==> src/rtl/cmp_chunk_accumulator_if.sv <==
// Handshake bundle between the 3-bit chunk comparator, this accumulator and
// the consumer of the wide comparison result.
interface cmp_chunk_accumulator_if;
    logic in_valid;
    logic in_ready;
    logic in_equal;
    logic in_greater;
    logic in_less;
    logic out_valid;
    logic out_ready;
    logic out_equal;
    logic out_greater;
    logic out_less;
    logic out_err;
    logic busy;

    modport master (
        output in_valid, in_equal, in_greater, in_less, out_ready,
        input  in_ready, out_valid, out_equal, out_greater, out_less, out_err, busy
    );

    modport slave (
        input  in_valid, in_equal, in_greater, in_less, out_ready,
        output in_ready, out_valid, out_equal, out_greater, out_less, out_err, busy
    );
endinterface

==> src/rtl/cmp_chunk_accumulator.sv <==
// Folds NUM_CHUNKS MSB-first per-chunk equal/greater/less flags into one wide
// comparison result, with valid/ready on both sides.
module cmp_chunk_accumulator #(
    parameter int NUM_CHUNKS = 4
) (
    input  logic                    clk,
    input  logic                    rst,
    cmp_chunk_accumulator_if.slave  bus
);
    localparam int CNT_W = $clog2(NUM_CHUNKS);

    typedef enum logic {ST_ACCUM, ST_HOLD} state_t;
    typedef enum logic [1:0] {RES_EQ, RES_GT, RES_LT} res_t;

    state_t           r_state;
    logic [CNT_W-1:0] r_count;
    logic             r_decided;
    logic             r_err;
    res_t             r_res;
    logic             r_out_valid;
    logic             r_out_equal;
    logic             r_out_greater;
    logic             r_out_less;
    logic             r_out_err;

    logic             w_accept;
    logic             w_last;
    logic             w_err_nxt;
    logic             w_decided_nxt;
    res_t             w_res_nxt;

    // Result state as it will be after the chunk currently presented is absorbed.
    // NOTE: every always_comb output gets a default first so no latch is inferred.
    always_comb begin
        w_accept      = bus.in_valid && (r_state == ST_ACCUM);
        w_last        = (r_count == CNT_W'(NUM_CHUNKS - 1));
        w_err_nxt     = r_err || !$onehot({bus.in_equal, bus.in_greater, bus.in_less});
        w_decided_nxt = r_decided;
        w_res_nxt     = r_res;
        if (!r_decided) begin
            if (bus.in_greater) begin
                w_decided_nxt = 1'b1;
                w_res_nxt     = RES_GT;
            end else if (bus.in_less) begin
                w_decided_nxt = 1'b1;
                w_res_nxt     = RES_LT;
            end
        end
    end

    // NOTE: sequential state uses non-blocking assignments only.
    always_ff @(posedge clk) begin
        if (rst) begin
            r_state       <= ST_ACCUM;
            r_count       <= '0;
            r_decided     <= 1'b0;
            r_err         <= 1'b0;
            r_res         <= RES_EQ;
            r_out_valid   <= 1'b0;
            r_out_equal   <= 1'b0;
            r_out_greater <= 1'b0;
            r_out_less    <= 1'b0;
            r_out_err     <= 1'b0;
        end else begin
            case (r_state)
                ST_ACCUM: begin
                    if (w_accept) begin
                        r_err     <= w_err_nxt;
                        r_decided <= w_decided_nxt;
                        r_res     <= w_res_nxt;
                        if (w_last) begin
                            r_count       <= '0;
                            r_state       <= ST_HOLD;
                            r_out_valid   <= 1'b1;
                            r_out_err     <= w_err_nxt;
                            r_out_equal   <= !w_err_nxt && (w_res_nxt == RES_EQ);
                            r_out_greater <= !w_err_nxt && (w_res_nxt == RES_GT);
                            r_out_less    <= !w_err_nxt && (w_res_nxt == RES_LT);
                        end else begin
                            r_count <= r_count + 1'b1;
                        end
                    end
                end
                ST_HOLD: begin
                    // Input stays blocked this cycle even if the result is taken.
                    if (bus.out_ready) begin
                        r_state       <= ST_ACCUM;
                        r_decided     <= 1'b0;
                        r_err         <= 1'b0;
                        r_res         <= RES_EQ;
                        r_out_valid   <= 1'b0;
                        r_out_equal   <= 1'b0;
                        r_out_greater <= 1'b0;
                        r_out_less    <= 1'b0;
                        r_out_err     <= 1'b0;
                    end
                end
                default: r_state <= ST_ACCUM;
            endcase
        end
    end

    assign bus.in_ready    = (r_state == ST_ACCUM);
    assign bus.out_valid   = r_out_valid;
    assign bus.out_equal   = r_out_equal;
    assign bus.out_greater = r_out_greater;
    assign bus.out_less    = r_out_less;
    assign bus.out_err     = r_out_err;
    assign bus.busy        = (r_state == ST_HOLD) || (r_count != '0);
endmodule

==> src/flat_wrapper.sv <==
// flat-port wrapper written by rule: the top's interface ports become plain ports
module cmp_chunk_accumulator_flat 
#(
    parameter int NUM_CHUNKS = 4
)
  (clk, rst, bus_in_valid, bus_in_equal, bus_in_greater, bus_in_less, bus_out_ready, bus_in_ready, bus_out_valid, bus_out_equal, bus_out_greater, bus_out_less, bus_out_err, bus_busy);
  cmp_chunk_accumulator_if bus_i ();
  input  logic clk;
  input  logic rst;
  input wire logic [$bits(bus_i.in_valid)-1:0] bus_in_valid;
  input wire logic [$bits(bus_i.in_equal)-1:0] bus_in_equal;
  input wire logic [$bits(bus_i.in_greater)-1:0] bus_in_greater;
  input wire logic [$bits(bus_i.in_less)-1:0] bus_in_less;
  input wire logic [$bits(bus_i.out_ready)-1:0] bus_out_ready;
  output wire logic [$bits(bus_i.in_ready)-1:0] bus_in_ready;
  output wire logic [$bits(bus_i.out_valid)-1:0] bus_out_valid;
  output wire logic [$bits(bus_i.out_equal)-1:0] bus_out_equal;
  output wire logic [$bits(bus_i.out_greater)-1:0] bus_out_greater;
  output wire logic [$bits(bus_i.out_less)-1:0] bus_out_less;
  output wire logic [$bits(bus_i.out_err)-1:0] bus_out_err;
  output wire logic [$bits(bus_i.busy)-1:0] bus_busy;
  assign bus_i.in_valid = bus_in_valid;
  assign bus_i.in_equal = bus_in_equal;
  assign bus_i.in_greater = bus_in_greater;
  assign bus_i.in_less = bus_in_less;
  assign bus_i.out_ready = bus_out_ready;
  assign bus_in_ready = bus_i.in_ready;
  assign bus_out_valid = bus_i.out_valid;
  assign bus_out_equal = bus_i.out_equal;
  assign bus_out_greater = bus_i.out_greater;
  assign bus_out_less = bus_i.out_less;
  assign bus_out_err = bus_i.out_err;
  assign bus_busy = bus_i.busy;
  cmp_chunk_accumulator #(.NUM_CHUNKS(NUM_CHUNKS)) u_core (.clk(clk), .rst(rst), .bus(bus_i));
endmodule
==> config.mk <==
export PLATFORM = sky130hd
export DESIGN_NAME = cmp_chunk_accumulator_flat
export DESIGN_NICKNAME = d
export VERILOG_FILES = /design/src/rtl/cmp_chunk_accumulator_if.sv /design/src/rtl/cmp_chunk_accumulator.sv /design/src/flat_wrapper.sv
export SDC_FILE = /design/constraint.sdc
export NUM_CORES = 1
export LEC_CHECK = 0
export CAP_MARGIN = 20
export CORE_AREA = 4 4 41 43
export DETAILED_ROUTE_END_ITERATION = 12
export DIE_AREA = 0 0 45 47
export PLACE_DENSITY_LB_ADDON = 0.08
export SLEW_MARGIN = 20
export SYNTH_ARGS = -nofsm -noshare
export SYNTH_HDL_FRONTEND = slang
export SYNTH_SLANG_ARGS = --single-unit
==> constraint.sdc <==
create_clock -name clk -period 3.75 [get_ports clk]
set_input_delay 0.5625 -clock clk [delete_from_list [all_inputs] [get_ports clk]]
set_output_delay 0.5625 -clock clk [all_outputs]
set_load 0.05 [all_outputs]
# After elaboration in Yosys (flattened, before gate mapping)

Cells that the tools add are included.

Flip-flop bits (word level): 12
Output and inout port bits: 7
Bits of input ports: 7
Word-level logic and storage cells: 68

Bitwise gates (word level): 1
Equal/unequal tests: 7
Add/subtract/negate cells: 3
Multiplexer cells: 34
Reductions and logical operators: 13

Operators with widths:

| cell                                                                  | number |
|---|---|
| 1-bit 2-to-1 mux                                                      | 19 |
| 1-bit case mux with 2 select lines                                    | 8 |
| 2-bit 2-to-1 mux                                                      | 6 |
| 2-bit by 1-bit equality test with 1-bit output, second input constant | 2 |
| 2-bit equality test, second input constant                            | 2 |
| 1-bit logical AND                                                     | 4 |
| 2-bit by 1-bit != test with 1-bit output, second input constant       | 2 |
| 2-bit case mux with 2 select lines                                    | 1 |
| 2-bit AND reduction                                                   | 2 |
| 3-bit AND reduction                                                   | 1 |
| 1-bit by 1-bit adder with 2-bit output                                | 1 |
| 2-bit by 1-bit adder with 2-bit output                                | 1 |
| 2-bit by 1-bit adder with 2-bit output, second input constant         | 1 |
| 1-bit logical NOT                                                     | 2 |
| 2-bit logical NOT                                                     | 1 |
| 1-bit logical OR                                                      | 2 |
| 2-bit != test, second input constant                                  | 1 |
| 2-bit nonzero test                                                    | 1 |
| 1-bit inverter                                                        | 1 |

# Depth between registers and ports, before layout

Gate-level depths: netlist of run 1.

Word-level depth: 10
Depth in mapped cells: 6
Gate-level depth less buffers: 6

# Least setup slack after synthesis of run 1

Ideal clock, no wire load.

Path type: input-to-reg
From: input bus_in_less
To: register u_core.r_out_less (netlist: u_core.bus.out_less)
Setup slack: 1.677 ns
Stages: 6
Arrival time: 2.004 ns
Required time: 3.681 ns
Buffers on the path: 0
Library setup time: 0.069 ns
Cell sequence: inv_1 -> fa_1 -> or3b_4 -> a2111oi_4 -> o211ai_1 -> o21ai_1

Longest elaborated chain between the ends: 10
Elaborated cells on any way between the ends: 14
Classes of those cells: 2 x add/sub; 2 x eq/ne; 6 x mux; 4 x reduce/logical

Ends and longest elaborated chain:

| what                                                         | RTL line                    | text |
|---|---|---|
| start, declared                                              | flat_wrapper.sv:13          | `input wire logic [$bits(bus_i.in_less)-1:0] bus_in_less;` |
| 1-bit by 1-bit adder with 2-bit output (implied by the code) | cmp_chunk_accumulator.sv:37 | `w_err_nxt = r_err \|\| !$onehot({bus.in_equal, bus.in_greater, bus.in_less});` |
| 2-bit by 1-bit adder with 2-bit output (implied by the code) | cmp_chunk_accumulator.sv:37 |  |
| 2-bit by 1-bit equality test with 1-bit output               | cmp_chunk_accumulator.sv:37 |  |
| 1-bit logical NOT                                            | cmp_chunk_accumulator.sv:37 |  |
| 1-bit logical OR                                             | cmp_chunk_accumulator.sv:37 |  |
| 1-bit logical NOT                                            | cmp_chunk_accumulator.sv:78 | `r_out_less <= !w_err_nxt && (w_res_nxt == RES_LT);` |
| 1-bit logical AND (*)                                        | cmp_chunk_accumulator.sv:78 |  |
| 1-bit 2-to-1 mux (*)                                         | cmp_chunk_accumulator.sv:71 | `if (w_last) begin` |
| 1-bit 2-to-1 mux (*)                                         | cmp_chunk_accumulator.sv:67 | `if (w_accept) begin` |
| 1-bit case mux with 2 select lines (*)                       | cmp_chunk_accumulator.sv:65 | `case (r_state)` |
| end signal, assigned                                         | cmp_chunk_accumulator.sv:78 |  |
| end, declared                                                | cmp_chunk_accumulator.sv:23 | `logic r_out_less;` |

Mark *: on every way between the ends. The rest lies on a longest branch, timed or not. The select of a mux whose other input is x is not followed.
A chain may end at the register's enable or synchronous reset.

# Worst setup path after layout of run 1

Same ends and word-level chain as after synthesis.

==> reports/results.txt, run 1 <==
Status -> completed
CP arrival -> 2.62 ns
Yosys reg bits -> 12
GR Util met2 -> 0.2288
Hold Path End -> u_core.bus.out_equal
DRC marker count from the first detailed-route iteration -> 9
DPL Wire Length -> 962.1 µm
Drt first pass iters -> 4
Synth Cell Area -> 600.6 µm²
Syn Inst Count -> 70
Final worst slack -> 1.339 ns
Setup bufs post-CTS -> 0
Fin crit share -> 0.6430
Total CTS buffers -> 3
Worst Hold Launch -> u_core.bus.out_equal
Fmax -> 414.7 MHz
CTS tree -> yes
I/O pin count -> 14
Min Tclk post-route -> 2.411 ns
Number of global-route vias before repair -> 497
Inserted Diodes -> 0
Worst R2R Path Depth -> 4
Buffers on Ports -> 13
Worst Hold Path Cells -> 2
Hold_buf cts -> 0
WL final -> 1331 µm
Worst skew pair latency -> 0.28 ns
Leakage power -> 0.2762 nW
Chip height -> 47 µm
Slew HR -> 0.6236
Num rows -> 13
Hold Path Class -> reg -> reg
Crit end category -> flip-flop
RSZ-0062 raised after global routing -> false
Total Routing Usage GR -> 0.1461
# nets final -> 97
Post-synthesis sequential area ratio -> 0.4000
Mean Syn Cell Area -> 8.580 µm²
Area delta synth->final -> 27.92%
Layout cells sized above 1 -> 0.08235
FF-to-FF Start -> u_core.r_count[0]
Max-slew violations -> 0
Clock Tree Buf Depth -> 2
Pwr dens -> 346.0 nW/µm²
Crit Path Max Fanout -> 5
Initial antenna violation count -> 0
Top cell type's share of synthesized area -> 0.4000
Slew @ Worst Pin -> 0.5629 ns
Wire per inst -> 13.31 µm
Initial Util -> 0.4615
Vias/cell -> 5.380
Post_cts resized -> 0
CTS clk-pin slew, worst paths -> 0.07 ns
Total gr overflow -> 0
Synthesis Warnings -> 0
GR met3 Demand/Resource -> 0.03448
Cells after DPL -> 97
Maximum vdd drop -> 0.2316 mV
Setup Crit Path Kind -> in -> reg
CP required -> 3.96 ns
Antenna viol nets, final -> 0
CTS sink count -> 12
Multi-input gate area -> 334.1 µm²
Fill cells -> 124
Routability cong. -> 0.6921
MaxCap Viol Count -> 0
Core ar. -> 1301 µm²
Htree depth -> 1
Syn nets -> 80
GR Layer Usage met1 -> 0.1824
Detailed-route via count -> 538
Synth area leaders -> dfxtp_1 (40%), a21oi_1 (9.2%), nand2_1 (5.6%), a2111oi_4 (4.6%), ha_1 (4.2%)
Worst R2R End -> u_core.bus.out_equal
Startpoint Class -> input pin
Largest net degree at the start of global routing -> 14
Non-filler cells, final -> 100
Final setup fails -> 0
Total Power -> 0.2658 mW
Synth area leader -> dfxtp_1
Flop2flop setup slack -> 2.29 ns
Die area -> 2115 µm²
FF/Latch Area -> 240.2 µm²
Worst hold margin -> 0.4557 ns
Root Buffer -> clkbuf_4
Fin. Hold Viols -> 0
Die Span X -> 45 µm
First-pass GRT wire length -> 2173 µm
Clock skew -> 0.006070 ns
Gr busiest metal -> met2
Post-route setup TNS -> 0 ns
Post-synth cell types -> 24
Pre-CTS WS -> 1.041 ns
# DRC -> 0
[synthesized netlist by cell type]
cell type  number
inv_2           1
clkbuf_1        1
fa_1            1
nor3b_2         1
a311oi_1        1
or3b_4          1
or3_1           1
nand2b_1        4
o211ai_1        2
a211o_1         1
nor3_1          1
o21ai_1         1
nand2_1         9
nor2b_1         1
a2111oi_4       1
o21ai_0         2
and2_1          1
inv_1           5
nor2_1          4
ha_1            2
nand3b_1        3
a21oi_1        11
nand3_1         3
dfxtp_1        12
[registers in the layout, indices dropped and copies added (netlist names)]
signal,count
u_core.bus.out_equal,1
u_core.r_err,1
u_core.bus.out_less,1
u_core.r_state,1
u_core.bus.out_err,1
u_core.r_decided,1
u_core.r_res,2
u_core.bus.out_greater,1
u_core.r_count,2
u_core.bus.out_valid,1
[power breakdown]
part | internal (mW) | switching [mW]
logic | 0.0216 | 0.0262
registers | 0.133 | 0.00562
clock network | 0.0372 | 0.0423
[logic make-up (layout without fill, tap and decap cells)]
kind of cell,after synthesis,count (layout),share of synthesized area
and+or+nand+nor,29,29,0.2646
adders and majority gates,3,3,0.07499
DFF,12,12,0.4000
buffers and inverters,7,22,0.04374
AOI/OAI and AO/OA,19,19,0.2167
[layer usage]
metal / wire (µm) / vias up
met4: 32 / 0
met5: 0 / -
li1: - / 274
met2: 596 / 17
met3: 84 / 5
met1: 617 / 242
[placed cells by master, fill, tap and decap left out]
| master | netlist | final |
|---|---|---|
| nor2_1 | 4 | 4 |
| fa_1 | 1 | 1 |
| nand3_1 | 3 | 3 |
| nand2b_1 | 4 | 4 |
| a2111oi_4 | 1 | 1 |
| nor3b_2 | 1 | 1 |
| o21ai_0 | 2 | 2 |
| ha_1 | 2 | 2 |
| nand3b_1 | 3 | 3 |
| or3b_4 | 1 | 1 |
| o21ai_1 | 1 | 1 |
| and2_1 | 1 | 1 |
| clkbuf_4 | 0 | 3 |
| nor3_1 | 1 | 1 |
| nor2b_1 | 1 | 1 |
| nand2_1 | 9 | 9 |
| inv_1 | 5 | 5 |
| dfxtp_1 | 12 | 12 |
| o211ai_1 | 2 | 2 |
| a21oi_1 | 11 | 11 |
| a211o_1 | 1 | 1 |
| clkdlybuf4s50_1 | 0 | 13 |
| a311oi_1 | 1 | 1 |
| or3_1 | 1 | 1 |
| inv_2 | 1 | 1 |
[worst max path at each step]
stage,startpoint,end,slack (ns)
2_1_floorplan,bus_in_less,u_core.bus.out_less,1.68
3_3_place_gp,bus_in_less,u_core.bus.out_less,1.08
3_5_place_dp,bus_in_less,u_core.bus.out_less,1.04
4_1_cts,bus_in_less,u_core.bus.out_less,1.33
5_1_grt,bus_in_less,u_core.bus.out_less,1.22
6_report,bus_in_less,u_core.bus.out_less,1.34
[layout make-up]
cell class / count / area share
flip-flops and latches: 12 / 0.3127
well taps: 15 / 0.02443
inverters: 6 / 0.02932
repair buffers: 13 / 0.1694
clock buffers: 3 / 0.02932
multi-input cells: 51 / 0.4349
[per-stage QoR]
step / instance area [µm²] / utilization
floorplan: 600.6 / -
global placement: 745.7 / 0.5731
detailed placement: 745.7 / 0.5731
CTS: 768.2 / 0.5904
global route: 768.2 / 0.5904
finish: 768.2 / 0.5904
[worst max-delay path, cell delays in order]
cell and delay [ns]:
clkdlybuf4s50_1 0.51, inv_1 0.09, fa_1 0.47, or3b_4 0.42, a2111oi_4 0.32, o211ai_1 0.13
o21ai_1 0.13
No activity file was read; power rests on OpenSTA's default activity.
==> inputs of run 2 (changes only) <==
- CORE_AREA: 4 4 41 43 -> 4 4 42 44
- DIE_AREA: 0 0 45 47 -> 0 0 46 48
- clock period: 3.75 -> 2.3 ns (I/O delays scaled with it)
==> reports/results.txt, run 2 (synthesis results as in run 1) <==
Status -> completed
Worst Hold Path Cells -> 2
Drt first pass iters -> 4
CTS sink count -> 12
Layout cells sized above 1 -> 0.1429
Pwr dens -> 584.5 nW/µm²
Startpoint Class -> input pin
Commonest non-fill, non-tap cell in the layout -> clkdlybuf4s50_1
CP arrival -> 2.35 ns
CTS tree -> yes
WL final -> 1347 µm
Final worst slack -> 0.1623 ns
Worst Hold Launch -> u_core.bus.out_equal
# nets final -> 102
Flop2flop setup slack -> 0.86 ns
CTS clk-pin slew, worst paths -> 0.08 ns
Routability cong. -> 0.7795
Chip height -> 48 µm
# DRC -> 0
Largest net degree at the start of global routing -> 13
Worst hold margin -> 0.4548 ns
Total gr overflow -> 0
Worst skew pair latency -> 0.27 ns
Max-slew violations -> 0
Total CTS buffers -> 3
Inserted Diodes -> 0
CP max-delay cell -> clkdlybuf4s50_1
Worst path cell trace -> clkdlybuf4s50_1 > inv_1 > fa_1 > or3b_4 > a2111oi_4 > o211ai_1 > o21ai_1
I/O pin count -> 14
MaxCap Viol Count -> 0
DPL Wire Length -> 988.9 µm
Worst R2R Path Depth -> 4
Setup Crit Path Kind -> in -> reg
Num rows -> 14
Non-filler cells, final -> 107
DP Area -> 784.5 µm²
Fin. Hold Viols -> 0
Htree depth -> 1
Hold Path Class -> reg -> reg
Biggest regs -> u_core.r_count x2, u_core.r_res x2
Post_cts resized -> 0
Worst R2R End -> u_core.bus.out_equal
Clock Tree Buf Depth -> 2
Number of global-route vias before repair -> 516
Fmax -> 467.8 MHz
Most frequent cells in the layout -> clkdlybuf4s50_1 (13), dfxtp_1 (12), a21oi_1 (11)
Total Routing Usage GR -> 0.1440
Crit end category -> flip-flop
Critical Path Max Stage Delay -> 0.48 ns
Maximum vdd drop -> 0.3804 mV
Crit Path Max Fanout -> 4
Setup bufs post-CTS -> 0
DRC marker count from the first detailed-route iteration -> 10
Post-layout util -> 0.5714
Slew HR -> 0.6693
Cells after DPL -> 103
Vias/cell -> 5.243
Die Span X -> 46 µm
Post-route setup TNS -> 0 ns
CP required -> 2.51 ns
Die area -> 2208 µm²
Final setup fails -> 0
Core ar. -> 1436 µm²
Initial Util -> 0.4181
Buffers on Ports -> 13
Fin crit share -> 0.9294
First-pass GRT wire length -> 2201 µm
Slew @ Worst Pin -> 0.4946 ns
Initial antenna violation count -> 0
Final Cell Area -> 820.8 µm²
Hold_buf cts -> 0
Detailed-route via count -> 561
Pre-CTS WS -> -0.1388 ns
Total Power -> 0.4798 mW
Antenna viol nets, final -> 0
Root Buffer -> clkbuf_4
FF-to-FF Start -> u_core.r_count[0]
RSZ-0062 raised after global routing -> false
Leakage power -> 0.3070 nW
Area delta synth->final -> 36.67%
Clock skew -> 0.002562 ns
Min Tclk post-route -> 2.138 ns
Hold Path End -> u_core.bus.out_equal
Wire per inst -> 12.59 µm
## run 2: cell types whose count changed in the layout (fill, tap and decap cells not counted), sizes merged
cell,change
buf,+5
clkbuf,+1
## run 2: critical path, delay by kind of cell
kind | cells | cell delay, ns
adders and majority gates | 1 | 0.47
buffers and inverters | 2 | 0.55
and+or+nand+nor | 1 | 0.41
AOI/OAI and AO/OA | 3 | 0.58
## run 2: layout make-up
type	instances	area, µm²
timing repair buffer	18	167.7
tap	16	20.02
clock buffer	4	36.28
fill	140	615.6
multi-input combinational	51	334.1
inverter	6	22.52
sequential	12	240.2
## run 2: metal layers
metal	GRT usage	part of all wire	vias up
met5	0	0	-
met4	0.06818	0.010	0
met3	0.02256	0.046	2
met2	0.2363	0.48	14
met1	0.1839	0.46	257
li1	-	-	288
## run 2: where the power goes
group	leakage [nW]	switching (mW)	internal, mW	total [mW]
Sequential	0.0980	0.00882	0.216	0.225
Combinational	0.188	0.0446	0.0416	0.0861
Clock	0.0210	0.0722	0.0962	0.168
Total	0.307	0.126	0.354	0.480
## run 2: how the worst max path moves through the flow
stage                 from                   to  slack, ns  cells past startpoint
2_1_floorplan  bus_in_less  u_core.bus.out_less       0.44                      6
3_3_place_gp   bus_in_less  u_core.bus.out_less      -0.09                      7
3_5_place_dp   bus_in_less  u_core.bus.out_less      -0.14                      7
4_1_cts        bus_in_less  u_core.bus.out_less       0.14                      7
5_1_grt        bus_in_less  u_core.bus.out_less       0.07                      7
6_report       bus_in_less  u_core.bus.out_less       0.16                      7
==> inputs of run 3 (changes only) <==
- CORE_AREA: 4 4 42 44 -> 4 4 41 43
- CTS_BUF_LIST: unset -> sky130_fd_sc_hd__clkbuf_4 sky130_fd_sc_hd__clkbuf_8
- DIE_AREA: 0 0 46 48 -> 0 0 45 47
==> reports/results.txt, run 3 (synthesis results as in run 1) <==
Critical Path Max Stage Delay -> 0.49 ns
Worst R2R End -> u_core.bus.out_equal
Hold Path End -> u_core.bus.out_valid
I/O pin count -> 14
Total gr overflow -> 0
Num rows -> 13
Chip height -> 47 µm
Post-layout util -> 0.6298
Worst Hold Launch -> u_core.bus.out_valid
Biggest regs -> u_core.r_count x2, u_core.r_res x2
CTS tree -> yes
CTS clk-pin slew, worst paths -> 0.07 ns
CP max-delay cell -> clkdlybuf4s50_1
Bufs and invs on worst path -> 2
Gr busiest metal -> met2
Initial antenna violation count -> 0
Startpoint Class -> input pin
Setup Crit Path Kind -> in -> reg
Final setup fails -> 0
Flop2flop setup slack -> 0.84 ns
Fill cells -> 126
Maximum vdd drop -> 0.4365 mV
Max-slew violations -> 0
Crit end category -> flip-flop
Most frequent cells in the layout -> clkdlybuf4s50_1 (13), dfxtp_1 (12), a21oi_1 (11)
MaxCap Viol Count -> 0
Slew @ Worst Pin -> 0.4972 ns
Total Power -> 0.4773 mW
Crit Path Max Fanout -> 4
Slew HR -> 0.6675
Wire per inst -> 12.39 µm
Worst Hold Path Cells -> 2
DP Area -> 783.3 µm²
CP required -> 2.50 ns
Hold_buf cts -> 0
Antenna viol nets, final -> 0
CP arrival -> 2.36 ns
Vias/cell -> 5.368
Start point of the critical path -> bus_in_less
Core ar. -> 1301 µm²
Commonest non-fill, non-tap cell in the layout -> clkdlybuf4s50_1
Final Cell Area -> 819.5 µm²
Number of global-route vias before repair -> 510
Worst path cell trace -> clkdlybuf4s50_1 > inv_1 > fa_1 > or3b_4 > a2111oi_4 > o211ai_1 > o21ai_1
CTS sink count -> 12
GR Layer Usage met1 -> 0.2014
Root Buffer -> clkbuf_4
Min Tclk post-route -> 2.153 ns
RSZ-0062 raised after global routing -> false
Die Span X -> 45 µm
Worst R2R Path Depth -> 4
DPL Wire Length -> 1003 µm
Post_cts resized -> 0
FF-to-FF Start -> u_core.r_count[0]
Setup bufs post-CTS -> 0
Family with the most delay on the worst path -> buffers and inverters
First-pass GRT wire length -> 2242 µm
Largest net degree at the start of global routing -> 13
Inserted Diodes -> 0
Leakage power -> 0.3070 nW
Pwr dens -> 582.4 nW/µm²
GR met3 Demand/Resource -> 0.02299
Die area -> 2115 µm²
Worst skew pair latency -> 0.27 ns
Area delta synth->final -> 36.46%
Clock Tree Buf Depth -> 2
# DRC -> 0
DRC marker count from the first detailed-route iteration -> 8
# nets final -> 102
Fmax -> 464.4 MHz
Detailed-route via count -> 569
WL final -> 1313 µm
Drt first pass iters -> 4
Htree depth -> 1
GR Util met2 -> 0.2345
Routability cong. -> 0.7579
Layout cells sized above 1 -> 0.1429
Status -> completed
Buffers on Ports -> 13
Hold Path Class -> reg -> reg
Total CTS buffers -> 3
Total Routing Usage GR -> 0.1494
Fin crit share -> 0.9362
Fin. Hold Viols -> 0
Clock skew -> 0.002596 ns
Initial Util -> 0.4615
Post-route setup TNS -> 0 ns
## run 3: cell counts in the layout (fill, tap and decap cells not counted)
Identical to the previous run, type by type.
## run 3: where the power goes
part           switching, mW  internal [mW]  total (mW)
combinational         0.0440         0.0419      0.0859
clock                 0.0698         0.0961       0.166
sequential           0.00903          0.216       0.225
## run 3: worst reg2reg max path, cell delays in order, from the launching register on
cell,delay [ns]
dfxtp_1,0.38
ha_1,0.23
nand3b_1,0.22
or3_1,0.42
a21oi_1,0.15
## run 3: final cells by class
class | count | area [µm²] | area share
inverter | 6 | 22.52 | 0.02748
timing repair buffer | 18 | 167.7 | 0.2046
sequential | 12 | 240.2 | 0.2931
multi-input combinational | 51 | 334.1 | 0.4076
clock buffer | 4 | 36.28 | 0.04427
tap | 15 | 18.77 | 0.02290
## run 3: worst max-delay path by stage
stage | endpoint | slack, ns | cells past startpoint
2_1_floorplan | u_core.bus.out_less | 0.44 | 6
3_3_place_gp | u_core.bus.out_less | -0.08 | 7
3_5_place_dp | u_core.bus.out_less | -0.14 | 7
4_1_cts | u_core.bus.out_less | 0.14 | 7
5_1_grt | u_core.bus.out_less | 0.07 | 7
6_report | u_core.bus.out_less | 0.15 | 7
## run 3: stage by stage
step | hold WS (ns) | worst slack, ns | std cells
after floorplan | 0.4171 | 0.4449 | 70
after global placement | 0.4406 | -0.08130 | 102
after detailed placement | 0.4480 | -0.1368 | 102
after CTS | 0.4577 | 0.1364 | 106
after global routing | 0.4844 | 0.06658 | 106
final | 0.4550 | 0.1468 | 106
## run 3: metal layers
metal  part of all wire  wire length (µm)
met5                  0                 0
met4             0.0099                13
met2               0.48               634
met3              0.036                47
met1               0.47               618
